`config.mk`:
```
export PLATFORM = sky130hd
export DESIGN_NAME = output_capture_misr
export DESIGN_NICKNAME = d
export VERILOG_FILES = /design/src/rtl/output_capture_misr.sv
export SDC_FILE = /design/constraint.sdc
export NUM_CORES = 1
export LEC_CHECK = 0
export CORE_AREA = 2 2 265 267
export DETAILED_ROUTE_END_ITERATION = 10
export DIE_AREA = 0 0 267 269
export GPL_ROUTABILITY_DRIVEN = 1
export SLEW_MARGIN = 20
export SYNTH_ARGS = -nofsm -noshare
export SYNTH_HDL_FRONTEND = slang
export SYNTH_SLANG_ARGS = --single-unit
export TNS_END_PERCENT = 100
```
`constraint.sdc`:
```
create_clock -name clk -period 6.96 [get_ports clk]
set_clock_uncertainty 0.2 [all_clocks]
set_input_delay 2.088 -clock clk [delete_from_list [all_inputs] [get_ports clk]]
set_output_delay 2.088 -clock clk [all_outputs]
set_load 0.005 [all_outputs]
```
`src/rtl/output_capture_misr.sv`:
```
// output_capture_misr
//   Samples a wide DUT output bus on qualified clock edges and compacts the
//   samples into a MISR signature. After NUM_SAMPLES qualified samples the
//   signature is offered on a valid/ready port.
//
// Ports
//   clk          rising-edge clock
//   rst          asynchronous active-high reset
//   start        begin a capture run (honoured only in IDLE)
//   y            DUT output bus being captured
//   y_valid      y holds a sample to compact this cycle
//   sig_data     final signature
//   sig_valid    sig_data valid
//   sig_ready    consumer accepts signature
//   busy         high while capturing or holding a signature
//   sample_count qualified samples compacted in the current run
module output_capture_misr #(
   parameter int                   Y_WIDTH     = 635,
   parameter int                   SIG_WIDTH   = 32,
   parameter int                   NUM_SAMPLES = 22,
   parameter logic [SIG_WIDTH-1:0] POLY        = 32'h04C11DB7,
   parameter logic [SIG_WIDTH-1:0] SEED        = 32'hFFFFFFFF
) (
   input  logic                 clk,
   input  logic                 rst,
   input  logic                 start,
   input  logic [Y_WIDTH-1:0]   y,
   input  logic                 y_valid,
   output logic [SIG_WIDTH-1:0] sig_data,
   output logic                 sig_valid,
   input  logic                 sig_ready,
   output logic                 busy,
   output logic [7:0]           sample_count
);

   localparam int         NCH   = (Y_WIDTH + SIG_WIDTH - 1) / SIG_WIDTH;
   localparam int         PADW  = NCH * SIG_WIDTH;
   localparam logic [7:0] N_END = 8'(NUM_SAMPLES);

   typedef enum logic [1:0] {
      S_IDLE    = 2'd0,
      S_CAPTURE = 2'd1,
      S_DONE    = 2'd2
   } state_t;

   state_t               state_q, state_d;
   logic [SIG_WIDTH-1:0] misr_q, misr_d;
   logic [SIG_WIDTH-1:0] sig_data_q, sig_data_d;
   logic                 sig_valid_q, sig_valid_d;
   logic [7:0]           cnt_q, cnt_d;

   logic [PADW-1:0]      y_pad;
   logic [SIG_WIDTH-1:0] fold;
   logic [SIG_WIDTH-1:0] misr_step;
   logic [7:0]           cnt_inc;

   // Fold: XOR of SIG_WIDTH-bit chunks of y, top chunk zero-padded.
   always_comb begin
      y_pad              = '0;
      y_pad[Y_WIDTH-1:0] = y;
      fold               = '0;
      for (int c = 0; c < NCH; c++) begin
         fold = fold ^ y_pad[c*SIG_WIDTH +: SIG_WIDTH];
      end
   end

   assign misr_step = {misr_q[SIG_WIDTH-2:0], 1'b0}
                    ^ (misr_q[SIG_WIDTH-1] ? POLY : '0)
                    ^ fold;
   assign cnt_inc   = cnt_q + 8'd1;

   // misr_step is only selected when y_valid is high, so an undefined y
   // during gaps never reaches the MISR register.
   always_comb begin
      state_d     = state_q;
      misr_d      = misr_q;
      sig_data_d  = sig_data_q;
      sig_valid_d = sig_valid_q;
      cnt_d       = cnt_q;
      unique case (state_q)
         S_IDLE: begin
            if (start) begin
               misr_d  = SEED;
               cnt_d   = 8'd0;
               state_d = S_CAPTURE;
            end
         end
         S_CAPTURE: begin
            if (y_valid) begin
               misr_d = misr_step;
               cnt_d  = cnt_inc;
               // Final sample: signature is published on the same edge
               // that registers the last MISR value.
               if (cnt_inc == N_END) begin
                  state_d     = S_DONE;
                  sig_data_d  = misr_step;
                  sig_valid_d = 1'b1;
               end
            end
         end
         S_DONE: begin
            if (sig_ready) begin
               state_d     = S_IDLE;
               sig_valid_d = 1'b0;
            end
         end
         default: begin
            state_d     = S_IDLE;
            sig_valid_d = 1'b0;
         end
      endcase
   end

   always_ff @(posedge clk or posedge rst) begin
      if (rst) begin
         state_q     <= S_IDLE;
         misr_q      <= '0;
         sig_data_q  <= '0;
         sig_valid_q <= 1'b0;
         cnt_q       <= 8'd0;
      end else begin
         state_q     <= state_d;
         misr_q      <= misr_d;
         sig_data_q  <= sig_data_d;
         sig_valid_q <= sig_valid_d;
         cnt_q       <= cnt_d;
      end
   end

   assign sig_data     = sig_data_q;
   assign sig_valid    = sig_valid_q;
   assign busy         = (state_q != S_IDLE);
   assign sample_count = cnt_q;

endmodule

```
==> results.md <==
* Max Buffers Root-to-Sink at 2
* Iter 0 DRT Violations at between 150 and 200
* Layout Nets at ~2200
* Main combinational cell family by area after synthesis: XOR/XNOR gates
* Required time of the critical path at 6.98 ns
* Post-Synthesis Cells at 905
* Most frequent cell after synthesis: xnor2_1
* Worst-path fanout max at 2
* Post-cts sizing count at 0
* Critical path data arrival time at ~4.4 ns
* RSZ-0062 raised after global routing: false
* Post-Synth XOR/XNOR Area at 0.655
* P&R area growth vs syn at 91.6%
* R2r startpoint: sample_count[0]$_DFFE_PP0P_
* Distinct cells, synth at 35
* Mapped Area at 8950 sq um
* Mapped Nets at between 1500 and 2000
* Leakage Power at just over 6 nW
* Worst skew pair latency at roughly 0.38 ns
* VDD IR-drop max at about 0.0001 V
* Cell taking the most area after synthesis: xnor2_1
* Async SR Flop Fraction at 1.00
* Root buf cell: clkbuf_16
* Max-Slew Margin vs Limit at 0.318
* TNS Setup at 0 ns
* Synth Area in Simple Gates at 0.0425
* Final min period at between 4 and 5 ns
* Die width at roughly 270 um
* Detailed placer's ending HPWL at about 34000 um
* Largest net degree at the start of global routing at 42
* Power Density at 219 nW/um^2
* Final hold violation count at 0
* All-layer global routing usage at 0.104
* Buffers on Ports at a little under 700
* Layout cells sized above 1 at 0.0366
* Top Ports at ~680
* Core area at between 60000 and 70000 sq um
* Hold Startpoint: sig_data[1]$_DFFE_PP0P_
* Seq/Total Area, Yosys at 0.210
* Startpoint Class: input pin
* Synth area leaders: xnor2_1 (50%), dfrtp_1 (21%), xnor3_1 (8.0%)
* Via Count at between 8000 and 9000
* Synthesis-stage register bit count at 75
* Initial antenna violation count at 2
* Final Setup Violations at 0
* Worst Setup End Kind: register
* Max Freq at 0.227 GHz
* Starting density of the core at 0.129
* Synthesis Warnings at 0
* Drt pass-1 iters at 4
* Die extent in y at between 200 and 300 um
* Final core occ at 0.248
* Number of synthesized flops with an enable pin at 0
* Row cnt at between 90 and 100
* Worst min-delay path category: reg -> reg
* Crit path from: y[478]
* Total Routed Length at between 30000 and 40000 um
* Critical path type: in -> reg
* DR WL/cell at around 15 um
* Vias in the first global route at 9182
* TritonCTS Buffers at 9
* Synth Flop Type: dfrtp_1
* Mux cell area share after synthesis at 0.00112
* Drt drc at 0
* Adder-cell share of the synthesized area at 0.00279
* Post-synthesis compound-gate area fraction at 0.0694
* Setup bufs post-CTS at 0
* Synth cell count leaders: xnor2_1 (511), xor2_1 (76), dfrtp_1 (75), nand2_1 (40), nor2_1 (37)
* First-pass GRT wire length at between 50000 and 60000 um
* GPL Wtd Cong at between 0.8 and 0.9
* Worst Max-Slew Pin Slew at just over 1 ns
* Max Slew Vio Count at 0
* Via/cell ratio at between 3 and 4
* Mean Syn Cell Area at ~9.9 sq um
* Area share of the largest cell type after synthesis at 0.500
* Number of clock sinks at between 70 and 80
* Full die area at slightly above 70000 sq um
* Post-DRT Antenna Nets at 0
* Clock Pin Slew Worst Setup and Hold Paths at 0.07 ns
* Max Cap Violations at 0
* Tcrit/Tclk final at 0.632
* CTS tree: yes
* Grt total ovfl at 0
* Post-CTS Hold Buffers at 0
* H-tree depth at 3
* Outcome: complete, no violations
-- through the flow --
step / std cells / hold slack [ns] / total power [mW] / worst slack, ns / instance area, sq um
floorplan: 905 / 0.275 / 2.40 / 2.76 / 8950
global placement: 2508 / 0.263 / 3.28 / 2.15 / 16800
detailed placement: 2508 / 0.267 / 3.32 / 2.07 / 16800
CTS: 2524 / 0.281 / 3.87 / 2.50 / 17200
global route: 2524 / 0.297 / 4.04 / 2.48 / 17200
finish: 2525 / 0.277 / 3.76 / 2.56 / 17200
-- critical path, cell delays in order --
cell and delay (ns):
clkdlybuf4s50_1 0.45, xnor2_1 0.15, xnor2_1 0.81, xnor3_1 0.47
xnor2_1 0.31, a31oi_1 0.12
-- worst paths after layout --
check                                            to  slack (ns)  cells past startpoint
hold / removal              sig_data[1]$_DFFE_PP0P_        0.28                      2
setup / recovery             misr_q[30]$_DFFE_PP0P_        2.56                      6
min in group asynchronous  sig_data[19]$_DFFE_PP0P_        1.89                      2
setup reg to reg           sig_data[28]$_DFFE_PP0P_        3.84                      7
hold reg to reg             sig_data[1]$_DFFE_PP0P_        0.28                      2
max in group asynchronous     misr_q[3]$_DFFE_PP0P_        3.60                      3
-- cell usage in the layout (no fill, tap or decap), types with 2 or more instances in the layout --
master | Yosys | routed
o21ai_1 | 7 | 7
xnor3_1 | 32 | 32
o21ai_0 | 6 | 6
a22o_1 | 2 | 2
ha_1 | 2 | 2
a21oi_1 | 2 | 2
o31ai_1 | 3 | 3
buf_4 | 0 | 6
clkinv_4 | 0 | 2
o22ai_1 | 2 | 2
xor2_1 | 76 | 76
nand2_1 | 40 | 40
clkinv_2 | 0 | 2
nand3_1 | 3 | 3
and2_1 | 2 | 2
o21ai_2 | 28 | 28
a31oi_1 | 34 | 34
dfrtp_1 | 75 | 74
clkbuf_16 | 0 | 9
inv_1 | 5 | 4
xnor2_1 | 511 | 511
clkdlybuf4s50_1 | 0 | 680
nor2_1 | 37 | 36
-- final cells by class --
type,count,area [sq um]
flip-flops and latches,75,1880
well taps,940,1180
inverters,5,21.3
repair buffers,687,6860
clock buffers,10,239
fillers,7348,52100
clock inverters,6,65.1
diodes,1,2.50
multi-input cells,801,6920
-- power breakdown --
group | total (mW) | leakage, nW | switching (mW) | internal [mW]
combinational | 2.55 | 4.95 | 1.04 | 1.51
clock | 0.516 | 0.148 | 0.228 | 0.288
sequential | 0.695 | 0.936 | 0.141 | 0.554
total | 3.76 | 6.04 | 1.41 | 2.35
-- state kept, by name (all words and copies together), names as in the netlist --
| name | count |
|---|---|
| state_q | 2 |
| sample_count | 8 |
| sig_valid | 1 |
| sig_data | 32 |
| misr_q | 32 |
-- logic make-up (layout without fill, tap and decap cells) --
family / count (synthesis) / in the layout
AND/OR/NAND/NOR: 91 / 91
flip-flops: 75 / 75
multiplexers: 1 / 1
adder cells (fa/ha/maj): 2 / 2
AO/OA/AOI/OAI: 88 / 88
buffers and inverters: 29 / 708
other: 0 / 1
XOR/XNOR: 619 / 619
-- metal layers --
layer / track usage / vias up / share of wire
met1: 0.109 / 3870 / 0.37
met4: 0.0246 / 2 / 0.013
met3: 0.0273 / 31 / 0.067
met5: 0 / - / 0.00031
met2: 0.203 / 373 / 0.55
li1: - / 4247 / -
Power figures use the tool's default switching activity.
